## config.mk

```make
export PLATFORM = sky130hd
export DESIGN_NAME = slave_interface
export DESIGN_NICKNAME = d
export VERILOG_FILES = /design/src/rtl/slave_interface_pkg.sv /design/src/rtl/slave_interface.sv
export SDC_FILE = /design/constraint.sdc
export NUM_CORES = 1
export LEC_CHECK = 0
export BUFFER_PORTS_ARGS = -buffer_cell sky130_fd_sc_hd__buf_2
export CAP_MARGIN = 0
export CORE_MARGIN = 5
export CORE_UTILIZATION = 45
export DETAILED_ROUTE_END_ITERATION = 10
export HOLD_SLACK_MARGIN = 0.12
export PLACE_DENSITY = 0.63
export SLEW_MARGIN = 5
export SYNTH_ARGS = -nofsm -noshare
export SYNTH_HDL_FRONTEND = slang
export SYNTH_SLANG_ARGS = --single-unit
```

## constraint.sdc

```tcl
create_clock -name clk -period 1.85 [get_ports clk]
set_input_delay 0.0925 -clock clk [delete_from_list [all_inputs] [get_ports clk]]
set_output_delay 0.0925 -clock clk [all_outputs]
set_load 0.1 [all_outputs]
```

## src/rtl/slave_interface_pkg.sv

```systemverilog
// Shared SPI slave definitions: FSM state encodings and frame geometry.
package slave_interface_pkg;

  localparam logic [2:0] IDLE      = 3'd0;
  localparam logic [2:0] CHK_CMD   = 3'd1;
  localparam logic [2:0] WRITE     = 3'd2;
  localparam logic [2:0] READ_ADD  = 3'd3;
  localparam logic [2:0] READ_DATA = 3'd4;

  localparam logic [3:0] RX_LAST = 4'd9;   // index of the final receive bit
  localparam logic [3:0] RX_DONE = 4'd10;  // counter value once a frame is complete
  localparam logic [2:0] TX_LAST = 3'd7;

endpackage

```

## src/rtl/slave_interface.sv

```systemverilog
// SPI slave: receives 10-bit frames on MOSI and, for read-data frames, returns one byte on MISO.
module slave_interface
  import slave_interface_pkg::*;
(
  input  logic       clk,
  input  logic       rst_n,
  input  logic       ss_n,
  input  logic       MOSI,
  output logic       MISO,
  input  logic       tx_valid,
  input  logic [7:0] tx_data,
  output logic [9:0] rx_data,
  output logic       rx_valid
);

  logic [2:0] state_q, state_d;
  logic [3:0] rx_cnt_q, rx_cnt_d;
  logic [2:0] tx_cnt_q, tx_cnt_d;
  logic [9:0] rx_shift_q, rx_shift_d;
  logic [7:0] tx_shift_q, tx_shift_d;
  logic [9:0] rx_data_q, rx_data_d;
  logic       rx_valid_q, rx_valid_d;
  logic       miso_q, miso_d;
  logic       tx_busy_q, tx_busy_d;
  logic       tx_done_q, tx_done_d;
  logic       rd_addr_done_q, rd_addr_done_d;
  logic       in_frame;

  // State register
  always_ff @(posedge clk) begin
    if (rst_n) state_q <= IDLE;
    else       state_q <= state_d;
  end

  // Next-state logic; ss_n high always returns to IDLE
  always_comb begin
    state_d = state_q;
    if (ss_n) begin
      state_d = IDLE;
    end else begin
      case (state_q)
        IDLE:                         state_d = CHK_CMD;
        CHK_CMD: begin
          if (!MOSI)                  state_d = WRITE;
          else if (rd_addr_done_q)    state_d = READ_DATA;
          else                        state_d = READ_ADD;
        end
        WRITE, READ_ADD, READ_DATA:   state_d = state_q;
        default:                      state_d = IDLE;
      endcase
    end
  end

  assign in_frame = (state_q == WRITE) || (state_q == READ_ADD) || (state_q == READ_DATA);

  // Datapath next-state and outputs
  always_comb begin
    rx_cnt_d       = rx_cnt_q;
    tx_cnt_d       = tx_cnt_q;
    rx_shift_d     = rx_shift_q;
    tx_shift_d     = tx_shift_q;
    rx_data_d      = rx_data_q;
    rx_valid_d     = 1'b0;
    miso_d         = miso_q;
    tx_busy_d      = tx_busy_q;
    tx_done_d      = tx_done_q;
    rd_addr_done_d = rd_addr_done_q;

    if (ss_n || (state_q == IDLE)) begin
      // Partial frames and transmits are dropped; rd_addr_done survives an abort
      rx_cnt_d  = '0;
      tx_cnt_d  = '0;
      tx_busy_d = 1'b0;
      tx_done_d = 1'b0;
      miso_d    = 1'b0;
    end else if (in_frame) begin
      if (rx_cnt_q < RX_DONE) begin
        rx_shift_d = {rx_shift_q[8:0], MOSI};
        rx_cnt_d   = rx_cnt_q + 4'd1;
        if (rx_cnt_q == RX_LAST) begin
          rx_data_d  = {rx_shift_q[8:0], MOSI};
          rx_valid_d = 1'b1;
          if (state_q == READ_ADD) rd_addr_done_d = 1'b1;
        end
      end

      if ((state_q == READ_DATA) && (rx_cnt_q == RX_DONE)) begin
        if (tx_busy_q) begin
          if (tx_cnt_q == TX_LAST) begin
            miso_d         = 1'b0;
            tx_busy_d      = 1'b0;
            tx_done_d      = 1'b1;
            rd_addr_done_d = 1'b0;
          end else begin
            miso_d     = tx_shift_q[7];
            tx_shift_d = {tx_shift_q[6:0], 1'b0};
            tx_cnt_d   = tx_cnt_q + 3'd1;
          end
        end else if (!tx_done_q && tx_valid) begin
          // MSB goes out on the capture edge; the rest shifts from tx_shift
          miso_d     = tx_data[7];
          tx_shift_d = {tx_data[6:0], 1'b0};
          tx_cnt_d   = '0;
          tx_busy_d  = 1'b1;
        end
      end
    end
  end

  always_ff @(posedge clk) begin
    if (rst_n) begin
      rx_cnt_q       <= '0;
      tx_cnt_q       <= '0;
      rx_shift_q     <= '0;
      tx_shift_q     <= '0;
      rx_data_q      <= '0;
      rx_valid_q     <= 1'b0;
      miso_q         <= 1'b0;
      tx_busy_q      <= 1'b0;
      tx_done_q      <= 1'b0;
      rd_addr_done_q <= 1'b0;
    end else begin
      rx_cnt_q       <= rx_cnt_d;
      tx_cnt_q       <= tx_cnt_d;
      rx_shift_q     <= rx_shift_d;
      tx_shift_q     <= tx_shift_d;
      rx_data_q      <= rx_data_d;
      rx_valid_q     <= rx_valid_d;
      miso_q         <= miso_d;
      tx_busy_q      <= tx_busy_d;
      tx_done_q      <= tx_done_d;
      rd_addr_done_q <= rd_addr_done_d;
    end
  end

  assign MISO     = miso_q;
  assign rx_data  = rx_data_q;
  assign rx_valid = rx_valid_q;

endmodule

```

### Word-level counts from Yosys, hierarchy flattened

Cells that the tools add are included.

| word-level totals | value |
|---|---|
| bits in registers | 42 |
| input port bits | 13 |
| output and inout port bits | 12 |
| logic and storage cells | 68 |

| cells by class | value |
|---|---|
| add/subtract/negate cells | 2 |
| magnitude comparators | 1 |
| eq/ne operators | 8 |
| multiplexer cells | 22 |
| bitwise operators | 3 |
| reductions and logical operators | 21 |

Operator list:

| cell | number |
|---|---|
| $mux 8 | 3 |
| $mux 3 | 5 |
| $mux 1 | 13 |
| $reduce_and 4->1 | 3 |
| $pmux 3 s3 | 1 |
| $eq 4x4->1 const B | 2 |
| $eq 3x2->1 const B | 2 |
| $eq 3x3->1 const B | 2 |
| $reduce_and 2->1 | 3 |
| $reduce_and 3->1 | 2 |
| $reduce_and 5->1 | 1 |
| $add 4x1->4 const B | 1 |
| $lt 4x4->1 const B | 1 |
| $reduce_or 2->1 | 2 |
| $reduce_or 4->1 | 1 |
| $add 3x1->3 const B | 1 |
| $eq 3x1->1 const B | 1 |
| $logic_not 3->1 | 1 |
| $logic_or 1x1->1 | 3 |
| $not 1->1 | 3 |
| $reduce_or 3->1 | 1 |
| $logic_and 1x1->1 | 2 |
| $ne 2x2->1 const B | 1 |
| $reduce_bool 2->1 | 1 |
| $logic_not 1->1 | 1 |

### Logic depth before layout (Yosys ltp)

Gate-level depths: netlist (run 1).

| logic depth | value |
|---|---|
| depth in word-level cells | 7 |
| depth in mapped cells | 6 |
| depth with buffers taken out | 5 |

### Worst setup path before layout (run 1)

Ideal clock, no wire load.

| timing path | value |
|---|---|
| path kind | flip-flop to flip-flop |
| from | register rx_cnt_q[1] |
| to | register tx_shift_q[7] |
| library setup time | 121 ps |
| data arrival time | 1702 ps |
| data required time | 1729 ps |
| path slack | 27 ps |
| stages on the path, launching flop included | 6 |
| period minus slack after synthesis | 1823 ps |
| cell sequence | dfxtp_1 > ha_1 > or4bb_1 > a211o_1 > buf_6 > mux2_4 |

| on the way | value |
|---|---|
| word-level cells in the longest chain between the ends | 3 |

Ends and longest elaborated chain:

| what | RTL line | source |
|---|---|---|
| start: declaration | slave_interface.sv:17 | `logic [3:0] rx_cnt_q, rx_cnt_d;` |
| start signal: assignment | slave_interface.sv:123 | `rx_cnt_q <= rx_cnt_d;` |
| $eq 4x4->1 | slave_interface.sv:87 | `if ((state_q == READ_DATA) && (rx_cnt_q == RX_DONE)) begin` |
| $logic_and 1x1->1 | slave_interface.sv:87 |  |
| $reduce_and 5->1 (no line) | -- |  |
| end signal: assignment | slave_interface.sv:126 | `tx_shift_q <= tx_shift_d;` |
| end: declaration | slave_interface.sv:20 | `logic [7:0] tx_shift_q, tx_shift_d;` |

Every way passes these cells.
A chain may end at the register's enable or synchronous reset.

### Final worst setup path (run 1)

| timing path | value |
|---|---|
| from | register rx_cnt_q[0] |
| to | register tx_shift_q[1] |

The elaborated chain is that of the path after synthesis.

==> results of run 1 <==
[stage by stage]
stage | cells | worst slack (ps) | power [mW] | hold slack [ps]
after CTS | 281 | 98.63 | 1.708 | 178.3
after global placement | 269 | 143.7 | 0.9861 | 367.9
after floorplan | 199 | 26.57 | 0.9615 | 182.2
after detailed placement | 269 | 110.5 | 0.9889 | 392.8
after global routing | 281 | 25.58 | 1.762 | 206.7
final | 281 | 112.7 | 1.686 | 179.0
[logic make-up (layout without fill, tap and decap cells)]
| kind of cell | after synthesis | in the layout | synth area share [%] |
|---|---|---|---|
| and+or+nand+nor | 73 | 73 | 19.74 |
| DFF | 41 | 41 | 42.88 |
| muxes | 38 | 38 | 20.46 |
| AOI/OAI and AO/OA | 21 | 21 | 8.301 |
| buffers and inverters | 21 | 53 | 5.359 |
| adders and majority gates | 5 | 5 | 3.268 |
[final cells by class]
cell class	count	area, um^2	area share (%)
Clock inverter	3	46.29	2.029
Inverter	7	26.28	1.151
Multi-Input combinational cell	137	997.2	43.70
Clock buffer	5	68.82	3.015
Tap cell	50	62.56	2.741
Sequential cell	41	820.8	35.96
Timing Repair Buffer	38	260.3	11.40
[Yosys cell counts (3+ instances only)]
| library cell | n |
|---|---|
| sky130_fd_sc_hd__mux2_2 | 5 |
| sky130_fd_sc_hd__nand2b_1 | 4 |
| sky130_fd_sc_hd__nand2_1 | 34 |
| sky130_fd_sc_hd__nor2_1 | 3 |
| sky130_fd_sc_hd__o211ai_1 | 3 |
| sky130_fd_sc_hd__clkbuf_1 | 9 |
| sky130_fd_sc_hd__o211a_1 | 3 |
| sky130_fd_sc_hd__o21ai_0 | 3 |
| sky130_fd_sc_hd__nor2b_1 | 4 |
| sky130_fd_sc_hd__nand3_1 | 10 |
| sky130_fd_sc_hd__a21oi_1 | 3 |
| sky130_fd_sc_hd__mux2i_1 | 32 |
| sky130_fd_sc_hd__dfxtp_1 | 41 |
| sky130_fd_sc_hd__inv_1 | 7 |
| sky130_fd_sc_hd__ha_1 | 5 |
[worst max-delay path: stages, from the launching register on]
cell and delay (ps):
sky130_fd_sc_hd__dfxtp_1 320, sky130_fd_sc_hd__inv_1 70, sky130_fd_sc_hd__ha_1 160, sky130_fd_sc_hd__or4bb_1 470, sky130_fd_sc_hd__a211o_1 310, sky130_fd_sc_hd__buf_4 180, sky130_fd_sc_hd__mux2i_1 120
[report_power, final]
part	internal [mW]	switching [mW]	total (mW)
combinational	0.0385	0.0475	0.0860
sequential	0.884	0.00418	0.888
clock	0.404	0.308	0.712
[registers in the layout (all words and copies together) (netlist names)]
signal / cells
rx_data: 10
rx_shift_q: 9
tx_shift_q: 7
rx_cnt_q: 4
state_q: 3
tx_cnt_q: 3
MISO: 1
rd_addr_done_q: 1
rx_valid: 1
tx_busy_q: 1
tx_done_q: 1
[metal layers]
metal  routed length [um]  track usage [%]
met4                   31            3.495
met1                 1786            17.62
met3                  130            4.539
met2                 1653            24.27
met5                    0                0
[worst paths after layout]
path / startpoint / slack [ps] / endpoint
worst max register to register: rx_cnt_q[0] / 110 / tx_shift_q[1]
worst min-delay path: tx_data[6] / 180 / tx_shift_q[7]
worst max-delay path: rx_cnt_q[0] / 110 / tx_shift_q[1]
worst min register to register: tx_shift_q[6] / 460 / tx_shift_q[6]
[repair_timing]
item,4_1_cts,5_1_grt
endpoints found under the setup margin,0,6
gates resized for setup,0,1
hold buffers,4,0
endpoints found under the hold margin,7,0
==> impl_summary.md, run 1 <==
Run status
The run finished with clean final reports.

Global routing
For this run the aggregate overflow at the end of global routing stands at 0. The first global-routing pass estimated 6.285 mm of wire. The via count of the first global-routing pass is 1455.

The largest net degree at the start of global routing is 21. The global router's overall resource usage is 14.29%. The number of antenna violations at the first check in global routing came to 0.

Die
The total I/O pin count is 25. The floorplan step defined a core boundary enclosing 4058 um^2. The initialized floorplan defines 23 standard-cell rows. In this run the vertical extent of the chip is 75.23 um. The die covers 5659 um^2. The die extent in x is 75.23 um.

The initial core utilization is 47.18%.

Place
In this run the tool buffered the top-level ports with 24 buffer cells. Detailed placement ended at an HPWL of 2.677 mm. The cell area after placement is 2121 um^2. At the end of routability-driven placement, the weighted congestion stood at 0.7249.

Setup path
The worst setup path is captured at a register. The path type of the worst setup path is reg2reg. For the worst setup path, the data required time is 2030 ps. The worst setup path is launched from a register. In this run the worst path has a maximum fanout of 6. The worst endpoint data arrival time is 1920 ps.

Counting cells, the worst reg-to-reg path comes to 6.

Yosys
Counting flops with an async set or reset pin after synthesis yields a share of 0%. The number of nets handed over by synthesis was 217. Among all flip-flop cells after synthesis, the most frequent one is sky130_fd_sc_hd__dfxtp_1.

The number of synthesized register bits is 41. The number of enable flip-flop cells after synthesis is 0. The cell count after synthesis is 199. Each instance of the synthesized netlist takes up on average 9.620 um^2.

Yosys printed 0 warnings. The share of synthesized area in the top cell type comes to 42.88%. The synthesized design spends more area on one cell type than any other, namely sky130_fd_sc_hd__dfxtp_1.

Summing every instance area after synthesis gives 1914 um^2. After synthesis, the cell types taking the most area are sky130_fd_sc_hd__dfxtp_1 43%, sky130_fd_sc_hd__mux2i_1 17%, sky130_fd_sc_hd__nand2_1 6.7%, sky130_fd_sc_hd__ha_1 3.3%, sky130_fd_sc_hd__mux2_2 2.9%. For this run, the register share of the synthesized area comes to 42.88%. The number of different library cells used by synthesis comes to 38.

Detailed routing
In the final routed layout, each cell accounts on average for 12.82 um. The DRC violation count after routing is 0. The final layout contains routed wiring with a total length of 3.602 mm. The number of design-rule violations left by the first detailed-router iteration is 41. The number of vias after detailed routing is 1455.

After detailed routing, the number of vias per cell comes to 5.178. The count of nets left with antenna violations after detail routing is 0. The detailed-router iteration count before antenna repair is 4.

Finish
The most common cell after layout, fill and taps aside is sky130_fd_sc_hd__dfxtp_1. The top cell types in the final layout, fill and taps aside, are 41 x sky130_fd_sc_hd__dfxtp_1, 34 x sky130_fd_sc_hd__nand2_1, 32 x sky130_fd_sc_hd__mux2i_1. The final layout contains 248 nets.

The layout overhead on the synthesized area is 19.22%. The number of antenna repair diodes is 0. The finished cells cover 2282 um^2.

The post-layout utilization of the core is 56.24%. Of the cells placed in the final design, the portion with a size suffix greater than 1 is 22.08%. Fill cells in the final layout number 366.

Timing
Setup repair after global routing left no endpoint under its margin. The worst path needs 1737 ps of the cycle, external delays included. The final total negative setup slack is 0 ps. Setup violations remaining at the end of the flow were counted as 0.

After layout, the worst path uses 93.91% of the clock period. The actual transition at the worst max-transition pin is 489.9 ps. Between clock sinks in the finished design, the worst skew comes to 4.854 ps. The hold violation total from the final report is 0. The maximum frequency from static timing analysis is 0.5756 GHz. The max-slew violation count was 0. The relative max-transition margin is 67.56%.

Clocking
The deepest clock path buffer count is 2. The buffer cell driving the clock tree root is sky130_fd_sc_hd__clkbuf_8. The H-tree generated during clock tree synthesis spans 2 levels.

CTS saw 41 sinks. Buffers added to address setup during post-CTS repair amount to 0. TritonCTS built the clock tree. Counting the buffers created by CTS gives 5.

The clock slew at the register clock pins of the worst setup and hold paths is 80 ps. The clock latency on the worst-skew pair is 290 ps.

Pwr
The worst ir drop on vdd is 0.5331 mV. The analysis attributes to cell leakage a power of 0.9416 nW. Dividing total power by cell area gives a power density of 738.9 nW/um^2.

Worst hold path
The path category of the worst min-delay check is in2reg. The cell count of the worst hold path is 4.

Run
The count of max-cap constraint violations is 0.
Note: power is estimated with default switching activity, not from simulation.
==> inputs of run 2 (changes only) <==
--- a/config.mk
+++ b/config.mk
@@ -7,2 +7,3 @@
 export LEC_CHECK = 0
+export ABC_AREA = 1
 export BUFFER_PORTS_ARGS = -buffer_cell sky130_fd_sc_hd__buf_2
==> constraint.sdc (replaced) <==
create_clock -name clk -period 1.85 [get_ports clk]
set_input_delay 0.37 -clock clk [delete_from_list [all_inputs] [get_ports clk]]
set_output_delay 0.37 -clock clk [all_outputs]
set_load 0.1 [all_outputs]
==> impl_summary.md, run 2 <==
Timing
Setup repair after global routing left no endpoint under its margin. The max-slew violation count was 0 (unchanged). The actual transition at the worst max-transition pin is 663.1 ps (+173.2 ps).

The minimum clock period after layout is 1548 ps (-189.0 ps). The hold violation total from the final report is 0 (unchanged). The final total negative setup slack is 0 ps (unchanged). The post-layout worst setup margin is 301.7 ps (+189.0 ps). The relative max-transition margin is 55.52% (-12 points). The final cycle utilization of the critical path is 83.69% (-10 points). The total of endpoints with negative setup slack in the final report is 0 (unchanged). The maximum frequency from static timing analysis was 0.6459 GHz (+12%). The worst clock skew was 4.258 ps (-0.5964 ps).

Clocking
The post-CTS repair timing setup buffer count is 0 (unchanged). The number of buffers created by CTS is 5 (unchanged). The clock slew at the register clock pins of the worst setup and hold paths is 80 ps (about the same).

The root buffer cell chosen for the clock tree is sky130_fd_sc_hd__clkbuf_8. The clock latency on the worst-skew pair is 290 ps (about the same). The number of clock sinks is 41 (unchanged). The deepest clock path buffer count is 2 (unchanged). The hold buffer count at cts is 0 (-4).

The post-cts sizing count is 0 (unchanged). TritonCTS built the clock tree. The H-tree depth is 2 (unchanged).

Detailed routing
The detailed-router iteration count before antenna repair was 5 (+1). The DRC violation count after routing came to 0 (unchanged). The vias per cell came to 4.758 (-8.1%). The total routed wirelength came to 3.879 mm (+7.7%). The number of vias after detailed routing is 1713 (+18%).

The count of nets left with antenna violations after detail routing was 0 (unchanged). The wire length per cell after detailed routing is 10.78 um (-16%). The number of design-rule violations left by the first detailed-router iteration is 106 (+160%).

Setup path
The worst endpoint data arrival time is 1780 ps (-140 ps). In this run the critical register-to-register path is launched from state_q[2]. The worst endpoint required time is 2080 ps (+50 ps). The signal on the critical path passes through inv_2 > nand2_2 > nand2_4 > nor2_4 > nand2_1 > nand2_1 > inv_1 > nor2_1. The path type of the worst setup path is reg2reg. STA classifies the critical path endpoint as a register.

The startpoint class of the critical path is a register. The largest incremental delay on the critical path was 410 ps (-60 ps). The most repeated library cell on the critical path is sky130_fd_sc_hd__nand2_1. The largest fanout on the critical path is 12 (+6). In this run the critical register-to-register path is captured at rx_data[0]. The cell depth of the worst flop-to-flop path is 8 (+2). The slowest stage of the critical path is the sky130_fd_sc_hd__dfxtp_1 cell. The minimum setup slack among reg-to-reg paths is 300 ps (+190 ps).

Finish
The cell area after layout was 2231 um^2 (-2.2%). In the layout the commonest cells are 51 x sky130_fd_sc_hd__nand2_1, 47 x sky130_fd_sc_hd__inv_1, 44 x sky130_fd_sc_hd__nor2_1. The layout overhead on the synthesized area is 12.21%. The fraction of final layout cells sized beyond drive strength 1 is 15.91% (-6.2 points). The final-layout fill cell count is 451 (+23%). The most common cell after layout, fill and taps aside is sky130_fd_sc_hd__nand2_1. The non-filler instance count after layout is 360 (+28%). The net count reported at finish is 325 (+31%). The number of antenna repair diodes is 0 (unchanged). The post-layout utilization of the core was 51.59% (-4.7 points). The flip-flop count of the largest register, all copies and words added is 10 (unchanged).

Place
The pre-CTS worst setup slack is 250.3 ps (+139.8 ps). The half-perimeter wire length after detailed placement is 2.769 mm (+3.5%). The count of port buffers added during placement is 24 (unchanged). The total instance count after detailed placement is 352 (+31%).

The weighted congestion reported at the end of routability-driven placement was 0.7718 (+6.5%). The cell area after placement is 2130 um^2 (+0.41%).

Worst hold path
The startpoint of the tightest hold check path is rst_n. The cell count of the worst hold path is 2 (-2). The worst hold path terminates at rx_valid. The tightest min-delay check is of the in2reg type.

Yosys
The net count after synthesis was 300 (+38%). The total number of yosys warnings is 0 (unchanged). The post-synthesis instance area was 1988 um^2 (+3.9%). The fraction of post-synthesis cell area in the top cell type by area was 41.28% (-1.6 points).

The number of enable flip-flop cells after synthesis is 0 (unchanged). The commonest cells after synthesis are 51 x sky130_fd_sc_hd__nand2_1, 47 x sky130_fd_sc_hd__inv_1, 44 x sky130_fd_sc_hd__nor2_1. The sequential cell area fraction in the yosys report came to 41.28% (-1.6 points). The number of distinct library cells after synthesis came to 25 (-34%). The cell count after synthesis is 282 (+42%). The cell type with the highest aggregate area in the netlist is sky130_fd_sc_hd__dfxtp_1. The dominant synthesized flop cell is sky130_fd_sc_hd__dfxtp_1.

The proportion of register bits with asynchronous set or reset after synthesis is 0% (unchanged). In the post-synthesis netlist, the biggest area contributors are sky130_fd_sc_hd__dfxtp_1 41%, sky130_fd_sc_hd__nand2_1 9.6%, sky130_fd_sc_hd__inv_1 8.9%, sky130_fd_sc_hd__nor2_1 8.3%, sky130_fd_sc_hd__nand3_1 6.3%. The synthesized area per cell is 7.050 um^2 (-27%). The number of synthesized register bits is 41 (unchanged). The most common cell in the synthesized netlist is sky130_fd_sc_hd__nand2_1.

Pwr
The power density over the cells came to 724.3 nW/um^2 (-2.0%). The leakage component of the power is 0.9818 nW (+4.3%). The worst ir drop on vdd is 0.4622 mV (-13%).

Die
The area of the placeable core is 4324 um^2 (+6.6%). The count of standard-cell rows is 24 (+4.3%). The total I/O pin count is 25 (unchanged). The initial core utilization is 45.98% (-1.2 points). The die outline height is 76.47 um (+1.7%). The die area came to 5848 um^2 (+3.3%). The die extent in x is 76.47 um (+1.7%).

Run
The count of max-cap constraint violations is 0 (unchanged).

Global routing
The via count of the first global-routing pass is 1640 (+13%). The number of antenna violations at the first check in global routing is 0 (unchanged). The global-route congestion overflow total was 0 (unchanged).

The wire length of the first global-routing pass is 7.044 mm (+12%). The largest net degree at the start of global routing is 29 (+38%). The global router's overall resource usage is 14.41% (+0.12 points).

Run status
The run finished with clean final reports.
## run 2: changes by cell type after synthesis, moves of 9 or more
cell | previous run | this run
sky130_fd_sc_hd__nor2_1 | 3 | 44
sky130_fd_sc_hd__o21ai_0 | 3 | 14
sky130_fd_sc_hd__nand3_1 | 10 | 25
sky130_fd_sc_hd__nand2_1 | 34 | 51
sky130_fd_sc_hd__mux2i_1 | 32 | 6
sky130_fd_sc_hd__nor3_1 | 2 | 11
sky130_fd_sc_hd__inv_1 | 7 | 47
## run 2: worst max-delay path by stage
| stage | start | to | depth (start not counted) | slack, ps |
|---|---|---|---|---|
| 6_report | state_q[2] | rx_data[0] | 8 | 300 |
| 5_1_grt | state_q[2] | rx_data[2] | 8 | 100 |
| 4_1_cts | state_q[2] | rx_data[0] | 8 | 280 |
| 3_5_place_dp | ss_n | rx_data[0] | 8 | 250 |
| 3_3_place_gp | ss_n | rx_data[3] | 8 | 290 |
| 2_1_floorplan | tx_cnt_q[0] | tx_shift_q[1] | 9 | 530 |
## run 2: final cells by class
type / instances / area [um^2] / area share (%)
inverters: 49 / 183.9 / 8.245
well taps: 52 / 65.06 / 2.916
multi-input cells: 183 / 917.1 / 41.11
repair buffers: 27 / 142.6 / 6.394
flip-flops and latches: 41 / 820.8 / 36.79
clock buffers: 7 / 96.34 / 4.319
clock inverters: 1 / 5.005 / 0.2243
## run 2: routing by layer
metal / part of all wire (%) / track usage (%) / vias up
met5: 0 / 0 / -
met4: 1.8 / 5.769 / 0
met3: 5.5 / 3.428 / 7
met2: 45 / 23.54 / 41
met1: 47 / 18.12 / 747
li1: - / - / 918
## run 2: stage by stage
| step | hold WS [ps] | power, mW |
|---|---|---|
| after floorplan | 440.3 | 0.9691 |
| after global placement | 447.8 | 0.9914 |
| after detailed placement | 449.9 | 0.9922 |
| after global routing | 278.7 | 1.685 |
| after CTS | 265.6 | 1.642 |
| final | 269.3 | 1.616 |
## run 2: power breakdown
part	switching, mW	internal, mW
Clock	0.308	0.337
Combinational	0.0539	0.0275
Sequential	0.00326	0.886
Total	0.365	1.25
## run 2: worst max-delay path: cells and delay by family (launching register included)
kind | cells | cell delay (ps)
buffers and inverters | 2 | 120
flip-flops | 1 | 410
AND/OR/NAND/NOR | 6 | 940
## run 2: cell families (layout without fill, tap and decap cells)
group,count (synthesis),count (layout),synth area share (%)
XOR/XNOR,1,1,0.4406
buffers and inverters,58,84,12.59
AND/OR/NAND/NOR,143,143,32.22
adder cells (fa/ha/maj),5,5,3.147
multiplexers,6,6,3.021
AO/OA/AOI/OAI,28,28,7.300
flip-flops,41,41,41.28
==> inputs of run 3 (changes only) <==
Settings changed: PLACE_DENSITY 0.63 to 0.6.
Clock period 1.85 ns to 1.6 ns, I/O delays scaled along.
==> impl_summary.md, run 3 (synthesized netlist as in run 2, its figures left out) <==
Clocking
The H-tree depth is 2 (unchanged). The deepest clock path buffer count is 2 (unchanged). The number of buffers created by CTS is 5 (unchanged). The buffer cell driving the clock tree root is sky130_fd_sc_hd__clkbuf_8. The hold buffer count at cts is 0 (unchanged).

The clock latency on the worst-skew pair is 290 ps (about the same). The TritonCTS clock tree is yes. The number of clock sinks is 41 (unchanged). The clock slew at the register clock pins of the worst setup and hold paths is 70 ps (about the same).

Detailed routing
The DRC violation count after routing is 0 (unchanged). The count of nets left with antenna violations after detail routing is 0 (unchanged). The number of vias after detailed routing is 1697 (-0.93%).

The total routed wirelength was 4.051 mm (+4.4%). The vias per cell is 4.649 (-2.3%). The number of design-rule violations left by the first detailed-router iteration is 47 (-56%). The wire length per cell after detailed routing was 11.10 um (+3.0%). The detailed-router iteration count before antenna repair is 4 (-1).

Die
The die area is 5848 um^2 (unchanged). The die outline height came to 76.47 um (unchanged). The count of standard-cell rows is 24 (unchanged).

The total I/O pin count is 25 (unchanged). The die extent in x was 76.47 um (unchanged). The initial core utilization is 45.98% (unchanged).

The area of the placeable core is 4324 um^2 (unchanged).

Finish
In the layout the commonest cells are 47 x sky130_fd_sc_hd__nand2_1, 46 x sky130_fd_sc_hd__inv_1, 44 x sky130_fd_sc_hd__nor2_1. The net count reported at finish came to 331 (+1.8%). The non-filler instance count after layout is 365 (+1.4%). The final-layout fill cell count is 452 (+0.22%). The layout overhead on the synthesized area is 15.36%. The flip-flop count of the largest register, all copies and words added is 10 (unchanged).

The number of antenna repair diodes is 0 (unchanged). The library cell used most frequently in the layout, excluding fill and tap cells, is sky130_fd_sc_hd__nand2_1. The fraction of final layout cells sized beyond drive strength 1 came to 18.53% (+2.6 points).

Timing
The relative max-transition margin is 67.35% (+12 points). The post-layout worst setup margin is 110.4 ps (-191.4 ps). The maximum frequency from static timing analysis is 0.6713 GHz (+3.9%). The final cycle utilization of the critical path is 93.10% (+9.4 points). The max-slew violation count was 0 (unchanged).

The hold violation total from the final report was 0 (unchanged). The worst clock skew is 1.614 ps (-2.644 ps). The actual transition at the worst max-transition pin is 493.2 ps (-170.0 ps). The minimum clock period after layout is 1490 ps (-58.63 ps). The total of endpoints with negative setup slack in the final report is 0 (unchanged).

Place
The total instance count after detailed placement was 355 (+0.85%). The weighted congestion reported at the end of routability-driven placement is 0.7992 (+3.6%). The half-perimeter wire length after detailed placement was 2.817 mm (+1.7%). The count of port buffers added during placement is 24 (unchanged). The pre-CTS worst setup slack is 104.6 ps (-145.7 ps).

Global routing
The global router's overall resource usage is 14.25% (-0.15 points). The largest net degree at the start of global routing is 18 (-38%). The number of antenna violations at the first check in global routing came to 0 (unchanged). The via count of the first global-routing pass came to 1613 (-1.6%). The global-route congestion overflow total came to 0 (unchanged). The wire length of the first global-routing pass is 6.955 mm (-1.3%).

Setup path
The worst endpoint data arrival time is 1720 ps (-60 ps). The path type of the worst setup path is reg2reg. The startpoint class of the critical path is a register. The capturing element type of the critical path is a register. The worst setup path startpoint is tx_cnt_q[0]. The worst endpoint required time was 1830 ps (-250 ps). In this run the critical register-to-register path is launched from tx_cnt_q[0]. The largest fanout on the critical path came to 7 (-5).

Run status
The run finished with clean final reports.

Pwr
The worst ir drop on vdd is 0.4048 mV (-12%). The power density over the cells is 792.6 nW/um^2 (+9.4%). The leakage component of the power is 1.006 nW (+2.5%).

Run
The count of max-cap constraint violations is 0 (unchanged).

Worst hold path
The startpoint of the tightest hold check path is rst_n. The min-delay analysis places its worst path in the category in2reg.
==> run 3: cell types whose count changed in the layout (fill, tap and decap cells not counted), sizes merged <==
cell    before  now
clkinv       2    1
buf         27   31
nor2        51   53
==> run 3: metal layers <==
| layer | global-route usage (%) | vias up | routed length [um] |
|---|---|---|---|
| li1 | - | 932 | - |
| met1 | 17.59 | 730 | 1986 |
| met2 | 22.95 | 27 | 1847 |
| met3 | 3.783 | 8 | 142 |
| met4 | 6.643 | 0 | 74 |
| met5 | 0 | - | 0 |
==> run 3: where the power goes <==
part           internal [mW]  switching, mW  total, mW
sequential              1.02        0.00360       1.03
clock                  0.342          0.341      0.684
combinational         0.0377         0.0687      0.106
total                   1.40          0.413       1.82
==> run 3: repair_timing <==
action | in CTS | in global routing
buffers inserted | 0 | 1
gates resized for setup | 0 | 10
setup endpoints to repair | 0 | 15
hold endpoints to repair | 0 | 0
==> run 3: path summary, 6_finish.rpt <==
check / to / slack [ps] / cells after the start
max: tx_shift_q[7] / 110 / 9
max reg2reg: tx_shift_q[7] / 110 / 9
min reg2reg: MISO / 450 / 2
min: rx_valid / 230 / 2
==> run 3: worst max-delay path, cell delays in order (launching register included) <==
cell                      delay [ps]
sky130_fd_sc_hd__dfxtp_1         330
sky130_fd_sc_hd__ha_1            200
sky130_fd_sc_hd__ha_1            200
sky130_fd_sc_hd__nand2_2         100
sky130_fd_sc_hd__nand2_4          80
sky130_fd_sc_hd__inv_2            80
sky130_fd_sc_hd__nand2_4          60
sky130_fd_sc_hd__nor2_4          200
sky130_fd_sc_hd__nor2_1           60
sky130_fd_sc_hd__nor2_1          110
==> run 3: area by class of cell <==
type	count	area (um^2)	area share, %
well taps	52	65.06	2.837
multi-input cells	185	964.7	42.06
flip-flops and latches	41	820.8	35.79
repair buffers	31	172.7	7.529
clock buffers	7	86.33	3.764
inverters	49	183.9	8.020
==> run 3: stage by stage <==
stage / area, um^2 / util, % / TNS (ps) / hold WS [ps] / total power, mW
after global placement: 2152 / 49.77 / 0 / 453.0 / 1.153
after detailed placement: 2152 / 49.77 / 0 / 450.0 / 1.154
after global routing: 2293 / 53.04 / -1.116 / 223.3 / 1.910
after CTS: 2238 / 51.77 / 0 / 223.3 / 1.841
after floorplan: 1988 / - / 0 / 392.4 / 1.121
final: 2293 / 53.04 / 0 / 233.6 / 1.818
